File: src/rtl/ifu_cpack_pkg.sv
// Shared constants for the RV32 -> RVC compressor/packer: opcode fields, packer states, pad parcel.
package ifu_cpack_pkg;

  localparam logic [6:0] OPC_OP_IMM = 7'b0010011;
  localparam logic [6:0] OPC_LUI    = 7'b0110111;
  localparam logic [6:0] OPC_OP     = 7'b0110011;
  localparam logic [6:0] OPC_LOAD   = 7'b0000011;
  localparam logic [6:0] OPC_STORE  = 7'b0100011;
  localparam logic [6:0] OPC_JALR   = 7'b1100111;
  localparam logic [6:0] OPC_SYSTEM = 7'b1110011;

  localparam logic [2:0] F3_ADD = 3'b000;
  localparam logic [2:0] F3_SLL = 3'b001;
  localparam logic [2:0] F3_W   = 3'b010;
  localparam logic [2:0] F3_XOR = 3'b100;
  localparam logic [2:0] F3_SR  = 3'b101;
  localparam logic [2:0] F3_OR  = 3'b110;
  localparam logic [2:0] F3_AND = 3'b111;

  localparam logic [6:0] F7_ZERO = 7'b0000000;
  localparam logic [6:0] F7_ALT  = 7'b0100000;

  localparam logic [31:0] INSTR_EBREAK = 32'h0010_0073;

  localparam logic [1:0] EMPTY = 2'd0;
  localparam logic [1:0] HALF  = 2'd1;
  localparam logic [1:0] DRAIN = 2'd2;

  localparam logic [15:0] C_NOP = 16'h0001;

  // Registers reachable by the 3-bit rd'/rs1'/rs2' fields (x8-x15).
  function automatic logic is_creg(input logic [4:0] r);
    return r[4:3] == 2'b01;
  endfunction

endpackage

File: src/rtl/ifu_compress_enc.sv
// Combinational RV32 -> RVC encoder; is_c flags a bit-exact 16-bit equivalent in c_parcel.
module ifu_compress_enc
  import ifu_cpack_pkg::*;
(
  input  logic [31:0] in_instr,
  output logic        is_c,
  output logic [15:0] c_parcel
);

  logic [6:0]  opc;
  logic [6:0]  f7;
  logic [2:0]  f3;
  logic [4:0]  rd;
  logic [4:0]  rs1;
  logic [4:0]  rs2;
  logic [11:0] imm_i;
  logic [11:0] imm_s;
  logic        imm_6b;
  logic [1:0]  ca_op;

  assign opc   = in_instr[6:0];
  assign rd    = in_instr[11:7];
  assign f3    = in_instr[14:12];
  assign rs1   = in_instr[19:15];
  assign rs2   = in_instr[24:20];
  assign f7    = in_instr[31:25];
  assign imm_i = in_instr[31:20];
  assign imm_s = {in_instr[31:25], in_instr[11:7]};
  // Immediate fits the signed 6-bit field of c.addi/c.li/c.andi.
  assign imm_6b = (&imm_i[11:5]) | ~(|imm_i[11:5]);

  always_comb begin
    ca_op = 2'b00;
    unique case (f3)
      F3_XOR:  ca_op = 2'b01;
      F3_OR:   ca_op = 2'b10;
      F3_AND:  ca_op = 2'b11;
      default: ca_op = 2'b00;
    endcase
  end

  always_comb begin
    is_c     = 1'b0;
    c_parcel = 16'h0000;
    case (opc)
      OPC_OP_IMM: begin
        case (f3)
          F3_ADD: begin
            if (rd == 5'd0 && rs1 == 5'd0 && imm_i == 12'd0) begin
              is_c = 1'b1; c_parcel = C_NOP;
            end else if (rd == rs1 && rd != 5'd0 && imm_i != 12'd0 && imm_6b) begin
              is_c = 1'b1; c_parcel = {3'b000, imm_i[5], rd, imm_i[4:0], 2'b01};
            end else if (rd != 5'd0 && rs1 == 5'd0 && imm_6b) begin
              is_c = 1'b1; c_parcel = {3'b010, imm_i[5], rd, imm_i[4:0], 2'b01};
            end else if (rd == 5'd2 && rs1 == 5'd2 && imm_i != 12'd0 && imm_i[3:0] == 4'd0 &&
                         (imm_i[11:9] == 3'b000 || imm_i[11:9] == 3'b111)) begin
              is_c = 1'b1;
              c_parcel = {3'b011, imm_i[9], 5'd2, imm_i[4], imm_i[6], imm_i[8:7], imm_i[5], 2'b01};
            end else if (is_creg(rd) && rs1 == 5'd2 && imm_i != 12'd0 && imm_i[1:0] == 2'd0 &&
                         imm_i[11:10] == 2'd0) begin
              is_c = 1'b1;
              c_parcel = {3'b000, imm_i[5:4], imm_i[9:6], imm_i[2], imm_i[3], rd[2:0], 2'b00};
            end
          end
          F3_SLL: begin
            if (f7 == F7_ZERO && rd == rs1 && rd != 5'd0 && rs2 != 5'd0) begin
              is_c = 1'b1; c_parcel = {3'b000, 1'b0, rd, rs2, 2'b10};
            end
          end
          F3_SR: begin
            if ((f7 == F7_ZERO || f7 == F7_ALT) && rd == rs1 && is_creg(rd) && rs2 != 5'd0) begin
              is_c = 1'b1; c_parcel = {3'b100, 1'b0, 1'b0, f7[5], rd[2:0], rs2, 2'b01};
            end
          end
          F3_AND: begin
            if (rd == rs1 && is_creg(rd) && imm_6b) begin
              is_c = 1'b1; c_parcel = {3'b100, imm_i[5], 2'b10, rd[2:0], imm_i[4:0], 2'b01};
            end
          end
          default: ;
        endcase
      end
      OPC_LUI: begin
        if (rd != 5'd0 && rd != 5'd2 && in_instr[31:12] != 20'd0 &&
            ((&in_instr[31:17]) | ~(|in_instr[31:17]))) begin
          is_c = 1'b1; c_parcel = {3'b011, in_instr[17], rd, in_instr[16:12], 2'b01};
        end
      end
      OPC_OP: begin
        if (f7 == F7_ZERO && f3 == F3_ADD) begin
          if (rd != 5'd0 && rs1 == 5'd0 && rs2 != 5'd0) begin
            is_c = 1'b1; c_parcel = {4'b1000, rd, rs2, 2'b10};
          end else if (rd == rs1 && rd != 5'd0 && rs2 != 5'd0) begin
            is_c = 1'b1; c_parcel = {4'b1001, rd, rs2, 2'b10};
          end
        end else if (((f7 == F7_ALT && f3 == F3_ADD) ||
                      (f7 == F7_ZERO && (f3 == F3_XOR || f3 == F3_OR || f3 == F3_AND))) &&
                     rd == rs1 && is_creg(rd) && is_creg(rs2)) begin
          is_c = 1'b1; c_parcel = {6'b100011, rd[2:0], ca_op, rs2[2:0], 2'b01};
        end
      end
      OPC_LOAD: begin
        if (f3 == F3_W && imm_i[1:0] == 2'd0) begin
          if (is_creg(rs1) && is_creg(rd) && imm_i[11:7] == 5'd0) begin
            is_c = 1'b1;
            c_parcel = {3'b010, imm_i[5:3], rs1[2:0], imm_i[2], imm_i[6], rd[2:0], 2'b00};
          end else if (rd != 5'd0 && rs1 == 5'd2 && imm_i[11:8] == 4'd0) begin
            is_c = 1'b1; c_parcel = {3'b010, imm_i[5], rd, imm_i[4:2], imm_i[7:6], 2'b10};
          end
        end
      end
      OPC_STORE: begin
        if (f3 == F3_W && imm_s[1:0] == 2'd0) begin
          if (is_creg(rs1) && is_creg(rs2) && imm_s[11:7] == 5'd0) begin
            is_c = 1'b1;
            c_parcel = {3'b110, imm_s[5:3], rs1[2:0], imm_s[2], imm_s[6], rs2[2:0], 2'b00};
          end else if (rs1 == 5'd2 && imm_s[11:8] == 4'd0) begin
            is_c = 1'b1; c_parcel = {3'b110, imm_s[5:2], imm_s[7:6], rs2, 2'b10};
          end
        end
      end
      OPC_JALR: begin
        if (f3 == F3_ADD && imm_i == 12'd0 && rs1 != 5'd0 && (rd == 5'd0 || rd == 5'd1)) begin
          is_c = 1'b1; c_parcel = {3'b100, rd[0], rs1, 5'd0, 2'b10};
        end
      end
      OPC_SYSTEM: begin
        if (in_instr == INSTR_EBREAK) begin
          is_c = 1'b1; c_parcel = 16'h9002;
        end
      end
      default: ;
    endcase
  end

endmodule

File: src/rtl/ifu_compress_pack.sv
// Streaming RVC compressor and 16/32-bit parcel packer into little-endian 32-bit words.
// Optional RV_CPACK_STATS_EN adds saturating compressed/uncompressed beat counters.
module ifu_compress_pack
  import ifu_cpack_pkg::*;
(
  input  logic        clk,
  input  logic        rst_l,
  input  logic        in_valid,
  output logic        in_ready,
  input  logic [31:0] in_instr,
  input  logic        in_last,
  output logic        out_valid,
  input  logic        out_ready,
  output logic [31:0] out_data
`ifdef RV_CPACK_STATS_EN
  ,
  output logic [31:0] cnt_c,
  output logic [31:0] cnt_w
`endif
);

  logic        is_c;
  logic [15:0] c_parcel;
  logic [1:0]  state_q, state_d;
  logic [15:0] pend_q, pend_d;
  logic        out_valid_q, out_valid_d;
  logic [31:0] out_data_q, out_data_d;
  logic        out_free;
  logic        accept;

  ifu_compress_enc u_enc (
    .in_instr (in_instr),
    .is_c     (is_c),
    .c_parcel (c_parcel)
  );

  assign out_free  = ~out_valid_q | out_ready;
  assign in_ready  = (state_q != DRAIN) & out_free;
  assign accept    = in_valid & in_ready;
  assign out_valid = out_valid_q;
  assign out_data  = out_data_q;

  always_comb begin
    state_d     = state_q;
    pend_d      = pend_q;
    out_valid_d = out_valid_q & ~out_ready;
    out_data_d  = out_data_q;
    if (state_q == DRAIN) begin
      if (out_free) begin
        out_valid_d = 1'b1;
        out_data_d  = {C_NOP, pend_q};
        state_d     = EMPTY;
      end
    end else if (accept) begin
      if (state_q == HALF) begin
        out_valid_d = 1'b1;
        if (is_c) begin
          out_data_d = {c_parcel, pend_q};
          state_d    = EMPTY;
        end else begin
          // Low half completes the word; high half becomes the new pending parcel.
          out_data_d = {in_instr[15:0], pend_q};
          pend_d     = in_instr[31:16];
        end
      end else if (is_c) begin
        pend_d  = c_parcel;
        state_d = HALF;
      end else begin
        out_valid_d = 1'b1;
        out_data_d  = in_instr;
      end
      if (in_last && state_d == HALF) state_d = DRAIN;
    end
  end

  always_ff @(posedge clk or negedge rst_l) begin
    if (!rst_l) begin
      state_q     <= EMPTY;
      pend_q      <= 16'h0000;
      out_valid_q <= 1'b0;
      out_data_q  <= 32'h0000_0000;
    end else begin
      state_q     <= state_d;
      pend_q      <= pend_d;
      out_valid_q <= out_valid_d;
      out_data_q  <= out_data_d;
    end
  end

`ifdef RV_CPACK_STATS_EN
  always_ff @(posedge clk or negedge rst_l) begin
    if (!rst_l) begin
      cnt_c <= 32'h0000_0000;
      cnt_w <= 32'h0000_0000;
    end else if (accept) begin
      if (is_c && cnt_c != 32'hFFFF_FFFF) cnt_c <= cnt_c + 32'd1;
      if (!is_c && cnt_w != 32'hFFFF_FFFF) cnt_w <= cnt_w + 32'd1;
    end
  end
`endif

endmodule

File: config.mk
export PLATFORM = sky130hd
export DESIGN_NAME = ifu_compress_pack
export DESIGN_NICKNAME = d
export VERILOG_FILES = /design/src/rtl/ifu_cpack_pkg.sv /design/src/rtl/ifu_compress_enc.sv /design/src/rtl/ifu_compress_pack.sv
export SDC_FILE = /design/constraint.sdc
export NUM_CORES = 1
export LEC_CHECK = 0
export ABC_AREA = 1
export CAP_MARGIN = 20
export CORE_MARGIN = 2
export CORE_UTILIZATION = 30
export DETAILED_ROUTE_END_ITERATION = 10
export PLACE_DENSITY = 0.57
export SLEW_MARGIN = 20
export SYNTH_ARGS = -nofsm -noshare
export SYNTH_HDL_FRONTEND = slang
export SYNTH_SLANG_ARGS = --single-unit
File: constraint.sdc
create_clock -name clk -period 1.9 [get_ports clk]
set_input_delay 0.38 -clock clk [delete_from_list [all_inputs] [get_ports clk]]
set_output_delay 0.38 -clock clk [all_outputs]
set_load 0.01 [all_outputs]
==> results of run 1 <==
-- metal layers --
metal  track usage (%)  vias up
met5                 0        -
met4              14.3        0
met3              2.93       72
met2              47.8      305
met1              34.6     3083
li1                  -     3172
-- per-stage QoR --
step           area (µm²)  utilization (%)
5_1_grt              8560             54.1
3_3_place_gp         7210             45.6
6_report             8560             54.1
3_5_place_dp         7210             45.6
4_1_cts              8250             52.1
2_1_floorplan        4880                -
-- synth_stat cells, drive strengths merged, types with 3 or more instances --
library cell / number
a21oi: 19
a22oi: 3
buf: 18
clkbuf: 9
dfrtp: 51
inv: 79
nand2: 347
nand3: 95
nand3b: 3
nand4: 15
nor2: 87
nor3: 12
o211ai: 8
o21ai: 47
-- final cells by class --
| type | count | area [µm²] |
|---|---|---|
| Fill cell | 1583 | 7260 |
| Multi-Input combinational cell | 645 | 3740 |
| Timing Repair Buffer | 322 | 2790 |
| Sequential cell | 51 | 1280 |
| Inverter | 81 | 330 |
| Tap cell | 216 | 270 |
| Clock buffer | 6 | 129 |
| Clock inverter | 1 | 30.0 |
-- repair_timing --
item,in CTS,in global routing
gates cloned,3,0
endpoints found under the setup margin,52,51
pin swaps,83,27
gates resized for setup,304,89
buffers inserted,39,8
-- flip-flops by register name, indices dropped and copies added, names as in the netlist --
signal,flops
state_q,2
pend_q,16
out_valid,1
out_data,32
-- worst max path at each step --
stage                                    end         start  cells after the start
floorplan              pend_q[0]$_DFFE_PN0P_   in_instr[9]                     18
global placement       pend_q[4]$_DFFE_PN0P_   in_instr[7]                     20
detailed placement     pend_q[4]$_DFFE_PN0P_   in_instr[7]                     20
CTS                 out_data[28]$_DFFE_PN0P_  in_instr[20]                     18
global route           pend_q[5]$_DFFE_PN0P_  in_instr[16]                     20
finish              out_data[19]$_DFFE_PN0P_   in_instr[9]                     18
-- critical path, stage by stage --
cell and delay [ps]:
clkbuf_4 150, nor2_4 140, nand2_4 100, buf_4 170, nor2_1 110, nor2_2 60, buf_4 130, nand3_2 60
nand2_1 60, inv_2 70, nand2_2 70, nor2_4 150, nand2_4 80, a21oi_4 280, inv_6 120, buf_12 170
nand2_2 60, nand2_1 60
-- report_power, final --
part | internal, mW | switching [mW]
logic | 0.552 | 0.566
registers | 1.18 | 0.0583
clock network | 0.614 | 0.364
total | 2.34 | 0.989
-- cells by family after synthesis --
| kind of cell | after synthesis |
|---|---|
| simple gates | 560 |
| buf+inv | 108 |
| flops | 51 |
| xor+xnor | 1 |
| compound gates | 84 |
==> flow_metrics.py, run 1 <==
metrics = {
    "placement": {
        "placement.io_buffers": 70,
        "gp_congestion": 1.03,
        "dp_cells": 1265,
        "post-place-ws_ps": -1390,
        "dp_hpwl_um": 18800,
    },
    "detailed_routing": {
        "first_pass_iters": 8,
        "drt_iter0_markers": 598,
        "wl_per_cell_um": 18.1,
        "dr_wl_met3_um": 1530,
        "m1WireLength_um": 9490,
        "wl_met2_um": 11600,
        "ant_nets": 0,
        "vias": 6632,
        "drc": 0,
        "postRouteWirelength_um": 24000,
        "highest_layer": "met4",
        "via_per_inst": 5.02,
    },
    "cts": {
        "clk_pin_slew_ps": 70,
        "cts_tree": "done",
        "cts_root_buffer": "clkbuf_16",
        "clockBufferDepth": 2,
        "cts_buffers": 5,
        "htreeDepth": 2,
        "clock-sinks": 51,
        "clock_latency_ps": 290,
        "cts_hold_buf": 0,
    },
    "critical_path": {
        "cp_data_arrival_time_ps": 2450,
        "r2r_end": "out_data[9]$_DFFE_PN0P_",
        "r2r_cells": 8,
        "start_kind": "input port",
        "cp_max_fo": 7,
        "path_class": "input port to register",
        "end_kind": "register",
        "r2r_slack_ps": 160,
        "cp.required_ps": 2070,
        "r2r-start": "state_q[0]$_DFFE_PN0P_",
    },
    "pwr": {
        "vdd_drop_max_mv": 0.550,
        "p_leak_nw": 4.32,
        "totalPowerFinal_mw": 3.33,
        "powerDensity_mw_per_mm2": 389,
    },
    "synthesis": {
        "yosys.area_share.simple_pct": 52.9,
        "synth_nets": 841,
        "ys_warn_count": 0,
        "syn_area_mm2": 0.00484,
        "synthXorXnorAreaFrac_pct": 0.181,
        "synth_area_per_cell_um2": 6.02,
        "synth-compound-area-share_pct": 10.4,
        "synth-async-reset-ratio_pct": 100,
        "synth_top_family_by_area": "simple AND/OR/NAND/NOR gates",
        "synth_top_area_share_pct": 26.4,
        "synth_edf_count": 0,
        "synth_cells": 804,
        "synth_seq_cells": 51,
        "synth_ff_type": "dfrtp_1",
        "synthDistinctLibCells": 39,
        "synth_area_leader_cell": "dfrtp_1",
        "synthAdderAreaFrac_pct": 0,
        "muxShareOfSynthArea_pct": 0,
        "yosysSeqAreaShare_pct": 26.4,
        "yosys-top-cells-area": "dfrtp_1 26%, nand2_1 26%, nand3_1 9.2%",
    },
    "timing": {
        "fin_hold_ws_ps": 47.3,
        "period_share_pct": 120,
        "fin_ws_ps": -382,
        "fin_crit_ps": 2280,
        "fmax_mhz": 438,
        "finalSetupViolCount": 51,
        "slew_headroom_pct": 66.7,
        "rsz0062_at_grt": "yes",
        "finalHoldViolCount": 0,
        "fin_skew_ps": 6.54,
        "maxSlewViolCount": 0,
        "fin_setup_tns_ps": -16730,
        "tightestPinTransition_ps": 500,
    },
    "finish": {
        "mostFrequentLayoutCells": "259 x nand2_1, 208 x buf_4, 71 x nand3_1, 71 x nand2_2, 51 x dfrtp_1",
        "stdcell_count": 1322,
        "layout.nets": 1143,
        "drive_above_1_share_pct": 46.0,
        "mostFrequentLayoutCell": "nand2_1",
        "area_growth_pct": 77.1,
        "antennaDiodeCount": 0,
    },
    "global_routing": {
        "grt_first_pass_wirelength_um": 35600,
        "first_global_vias": 6302,
        "grt_usage_pct": 27.9,
        "grt-ovfl-total": 0,
        "grt_max_degree": 33,
        "grt_antenna_before_repair": 0,
    },
    "status": {
        "status": "complete, but fails checks",
        "violations": "setup timing",
    },
    "flow_run": {
        "maxCapViolCount": 0,
    },
    "die": {
        "start_util_pct": 30.6,
        "ioPinCount": 71,
        "fp-row-count": 46,
        "die_width_um": 131,
        "die_h_um": 131,
        "core_mm2": 0.0158,
        "design.die.area_mm2": 0.0172,
    },
    "min_path": {
        "hp-class": "input port to asynchronous set/reset pin",
    },
}
(Power assumes the default switching activity.)
==> run 2: changes to the inputs <==
Settings changed: RECOVER_POWER set to 100.
==> flow_metrics.py, run 2 (synthesized netlist as in run 1, its figures left out) <==
metrics = {
    "die": {
        "die_width_um": 131,
        "design.die.area_mm2": 0.0172,
        "ioPinCount": 71,
        "core_mm2": 0.0158,
        "fp-row-count": 46,
        "start_util_pct": 30.6,
        "die_h_um": 131,
    },
    "timing": {
        "period_share_pct": 122,
        "rsz0062_at_grt": "yes",
        "finalHoldViolCount": 0,
        "slew_headroom_pct": 28.0,
        "maxSlewViolCount": 0,
        "finalSetupViolCount": 51,
        "tightestPinTransition_ps": 1080,
        "fmax_mhz": 433,
        "fin_crit_ps": 2310,
        "fin_skew_ps": 6.32,
        "fin_ws_ps": -409,
        "fin_setup_tns_ps": -17580,
    },
    "finish": {
        "mostFrequentLayoutCell": "nand2_1",
        "fillCellCount": 1586,
        "area_growth_pct": 76.7,
        "drive_above_1_share_pct": 45.9,
        "largest_reg_flops": 32,
        "fin_area_mm2": 0.00855,
        "fin_util_pct": 54.0,
        "antennaDiodeCount": 0,
        "layout.nets": 1143,
        "mostFrequentLayoutCells": "259 x nand2_1, 208 x buf_4, 71 x nand3_1, 71 x nand2_2, 51 x dfrtp_1",
    },
    "placement": {
        "gp_congestion": 1.03,
        "dp_hpwl_um": 18800,
        "post-place-ws_ps": -1390,
        "placement.io_buffers": 70,
        "placed_area_mm2": 0.00721,
    },
    "global_routing": {
        "grt_max_degree": 33,
        "met3_usage_pct": 2.93,
        "grt_antenna_before_repair": 0,
        "grt_first_pass_wirelength_um": 35600,
        "first_global_vias": 6302,
        "grtUsageMet2_pct": 47.8,
        "top_usage_layer": "met2",
        "grt_usage_pct": 27.9,
        "met1_usage_pct": 34.6,
        "grt-ovfl-total": 0,
    },
    "detailed_routing": {
        "postRouteWirelength_um": 24000,
        "ant_nets": 0,
        "vias": 6653,
        "via_per_inst": 5.03,
        "drc": 0,
        "drt_iter0_markers": 555,
        "wl_per_cell_um": 18.2,
        "first_pass_iters": 5,
    },
    "critical_path": {
        "path_class": "input port to register",
        "r2r_end": "out_data[9]$_DFFE_PN0P_",
        "end_kind": "register",
        "cp_data_arrival_time_ps": 2480,
        "r2r-start": "state_q[0]$_DFFE_PN0P_",
        "cp.required_ps": 2070,
        "cp_max_fo": 7,
        "r2r_slack_ps": 170,
        "r2r_cells": 8,
        "start_kind": "input port",
    },
    "cts": {
        "cts_root_buffer": "clkbuf_16",
        "cts_tree": "done",
        "clock-sinks": 51,
        "clockBufferDepth": 2,
        "cts_hold_buf": 0,
        "cts_buffers": 5,
        "htreeDepth": 2,
        "clock_latency_ps": 290,
        "clk_pin_slew_ps": 70,
    },
    "min_path": {
        "hp-class": "input port to asynchronous set/reset pin",
    },
    "status": {
        "status": "complete, but fails checks",
        "violations": "setup timing",
    },
    "pwr": {
        "p_leak_nw": 4.35,
        "vdd_drop_max_mv": 0.541,
        "powerDensity_mw_per_mm2": 385,
        "totalPowerFinal_mw": 3.29,
    },
    "flow_run": {
        "maxCapViolCount": 0,
    },
}
run 2: metrics by stage:
| step | hold slack, ps | cells |
|---|---|---|
| 6_report | 268 | 1322 |
| 5_1_grt | 354 | 1322 |
| 4_1_cts | 58.9 | 1314 |
| 3_5_place_dp | 365 | 1265 |
| 3_3_place_gp | 362 | 1265 |
| 2_1_floorplan | 84.4 | 804 |
run 2: timing repair:
action | in CTS | in global routing
buffers inserted | 39 | 8
endpoints found under the setup margin | 52 | 51
gates resized for setup | 304 | 89
gates cloned | 3 | 0
pin swaps | 83 | 27
run 2: report_power, final:
| part | internal (mW) | leakage (nW) | switching [mW] |
|---|---|---|---|
| registers | 1.18 | 0.656 | 0.0542 |
| logic | 0.515 | 3.62 | 0.566 |
| clock network | 0.614 | 0.0769 | 0.363 |
| total | 2.31 | 4.35 | 0.983 |
run 2: area by class of cell:
type	count	area [µm²]	share of cell area, %
multi-input cells	645	3740	43.8
clock inverters	1	30.0	0.351
inverters	81	330	3.86
well taps	216	270	3.16
clock buffers	6	129	1.51
flip-flops and latches	51	1280	14.9
repair buffers	322	2770	32.4
run 2: metal layers:
metal  vias up  part of all wire [%]
met5         -                     0
met4         0                   5.9
met3        82                   6.1
met2       306                    48
met1      3087                    40
li1       3178                     -
run 2: how the worst max path moves through the flow:
| stage | from | end | slack, ps | cells after the start |
|---|---|---|---|---|
| 5_1_grt | in_instr[16] | pend_q[5]$_DFFE_PN0P_ | -470 | 20 |
| 4_1_cts | in_instr[20] | out_data[28]$_DFFE_PN0P_ | -330 | 18 |
| 3_3_place_gp | in_instr[7] | pend_q[4]$_DFFE_PN0P_ | -1430 | 20 |
| 3_5_place_dp | in_instr[7] | pend_q[4]$_DFFE_PN0P_ | -1390 | 20 |
| 6_report | in_instr[9] | out_data[19]$_DFFE_PN0P_ | -410 | 18 |
| 2_1_floorplan | in_instr[9] | pend_q[0]$_DFFE_PN0P_ | -300 | 18 |
run 2: worst max-delay path, cell delays in order:
cell      delay (ps)
clkbuf_4         150
nor2_4           140
nand2_4          100
buf_4            180
nor2_1           110
nor2_2            60
buf_4            130
nand3_2           60
nand2_1           70
inv_2             70
nand2_2           70
nor2_4           150
nand2_4           80
a21oi_4          280
inv_6            120
buf_12           170
nand2_2           60
nand2_1           60
==> edit, RTL diff (settings of run 2) <==
The option `RV_CPACK_STATS_EN` is turned on by a define.
--- a/src/rtl/ifu_compress_pack.sv
+++ b/src/rtl/ifu_compress_pack.sv
@@ -1,4 +1,6 @@
 // Streaming RVC compressor and 16/32-bit parcel packer into little-endian 32-bit words.
 // Optional RV_CPACK_STATS_EN adds saturating compressed/uncompressed beat counters.
+`define RV_CPACK_STATS_EN
+
 module ifu_compress_pack
   import ifu_cpack_pkg::*;
Function (old outputs only; new: cnt_c and cnt_w): kept (Yosys induction, for registers that start in step).
==> edit against run 2 <==
Count of clock-buffer cells in the layout increased by 13. Sequential power increased by 130%. Worst setup slack improved by 0.16 ns. Cell area increased by 97%. Power increased to 2.7 times the old value. Combinational power increased by 130%. Largest power group is now the clock network. Synthesized area increased by 84%. The run still ends with setup timing left. Routed wire length increased by 75%. Sequential cell count increased by 64. Critical path type unchanged. Sequential share of layout area increased by 2.2 points.
==> edit: results (changes against run 2) <==
gp_congestion: 0.9699  # -5.8%
syn_nets: 1379  # +64%
synthTopCellsByCount: "nand2_1 (472), inv_1 (126), nand3_1 (125)"
cts_root_buf: "clkbuf_16"
clk_latency_ns: 0.42  # +0.13 ns
grt_max_degree: 37  # +12%
post-dp-hpwl_um: 30590  # +63%
r2r-end: "cnt_c[1]$_DFFE_PN0P_"
grt_use_total: 0.2657  # -0.01294
finClkSkew_ns: 0.01021  # +0.003886 ns
grt_pass1_vias: 11570  # +84%
p_sw_frac: 0.3049  # +0.006000
fillers: 2633  # +66%
antenna_found_initial: 0  # unchanged
crit_arrival_ns: 2.46  # -0.02 ns
reg2reg_slack_ns: -0.16  # -0.33 ns
ys_types: 47  # +21%
rr_worst_depth: 16  # +8
dr.first_iter.drc_count: 869  # +57%
layout-drive-gt1-share: 0.4750  # +0.01565
grt_first_pass_wirelength_um: 63380  # +78%
status: "complete, but fails checks"
cts_buffers: 17  # +12
layout_setup_ws_ns: -0.2508  # +0.1578 ns
via_per_inst: 5.037  # about the same
synth_area_leaders: "dfrtp_1 (32%), nand2_1 (20%), nand3_1 (7.0%)"
rr_startpoint: "cnt_c[1]$_DFFE_PN0P_"
violations: "setup timing"
final_net_count: 1963  # +72%
finalSetupViolCount: 113  # +120%
p_leak_nw: 8.517  # +96%
crit_start: "in_instr[30]"
io_buffers: 134  # +91%
cts_buffer_depth: 2  # unchanged
yosysSeqAreaShare: 0.3236  # +0.05974
vdd_drop_max_mv: 0.5801  # +7.2%
worst_hold_path.num_cells: 5
routedWlPerCell_um: 18.04  # -0.76%
pre_cts_ws_ns: -1.255  # +0.1399 ns
tns_ns: -16.53  # +1.048 ns
h-tree-depth: 4  # +2
hold_class: "primary input to flop"
tightest_slew_ns: 0.9706  # -0.1098 ns
[edit: logic make-up after synthesis]
kind of cell / count (synthesis) / share of synthesized area
AO/OA/AOI/OAI: 105 / 0.07667
adder cells (fa/ha/maj): 2 / 0.002813
AND/OR/NAND/NOR: 880 / 0.4560
flip-flops: 115 / 0.3236
buffers and inverters: 189 / 0.09271
XOR/XNOR: 49 / 0.04826
[edit: per-layer routing]
metal	up-vias	part of all wire	global-route usage
met1	5624	0.41	0.3314
met3	128	0.053	0.02519
met4	0	0.047	0.1171
met5	-	0	0
li1	5492	-	-
met2	477	0.49	0.4660
[edit: worst max path at each step]
stage	endpoint	cells past startpoint
after detailed placement	cnt_c[25]$_DFFE_PN0P_	18
after global placement	out_data[18]$_DFFE_PN0P_	19
after CTS	cnt_w[25]$_DFFE_PN0P_	14
final	cnt_w[6]$_DFFE_PN0P_	18
after floorplan	cnt_w[25]$_DFFE_PN0P_	13
after global routing	cnt_w[5]$_DFFE_PN0P_	18
[edit: stage by stage]
stage	utilization	total power, mW	cell area, um2	cells	hold WS, ns
2_1_floorplan	-	3.641	9171	1340	0.08441
3_3_place_gp	0.4526	4.945	13310	2157	0.3858
3_5_place_dp	0.4526	4.964	13310	2157	0.3906
4_1_cts	0.5529	8.876	16260	2300	0.3827
5_1_grt	0.5730	9.231	16850	2327	0.4214
6_report	0.5730	8.858	16850	2327	0.4158
[edit: final cells by class]
| type | count | share of cell area |
|---|---|---|
| clock buffer | 19 | 0.02688 |
| sequential | 115 | 0.1708 |
| multi-input combinational | 1038 | 0.4044 |
| timing repair inverter | 1 | 0.0009654 |
| inverter | 153 | 0.03936 |
| clock inverter | 13 | 0.01166 |
| timing repair buffer | 598 | 0.3170 |
| tap | 390 | 0.02896 |
[edit: repair_timing]
item,in CTS,in global routing
endpoints found under the setup margin,117,120
pin swaps,166,111
gates resized for setup,519,168
hold endpoints to repair,31,0
hold buffers,1,0
setup buffers,102,42
cloned,13,0
[edit: power groups by stage]
stage                     Clock [mW]  Combinational [mW]  Sequential [mW]
after floorplan                    0               0.659             2.98
after global routing            3.73                2.64             2.86
after global placement             0                2.11             2.84
after detailed placement           0                2.12             2.85
final                           3.56                2.47             2.83
after CTS                       3.60                2.44             2.83
[edit: worst max-delay path, cell delays in order]
cell      delay [ns]
buf_8           0.10
nor2_4          0.13
nand2_4         0.11
nor2_8          0.14
buf_12          0.12
nand2_8         0.08
nand2_4         0.08
nor2_4          0.05
nor2_8          0.11
nand3_4         0.10
nand2_4         0.08
nand2_4         0.07
clkinv_4        0.07
nand2_8         0.08
nor2_4          0.33
buf_6           0.21
nand2_2         0.06
xor2_1          0.13
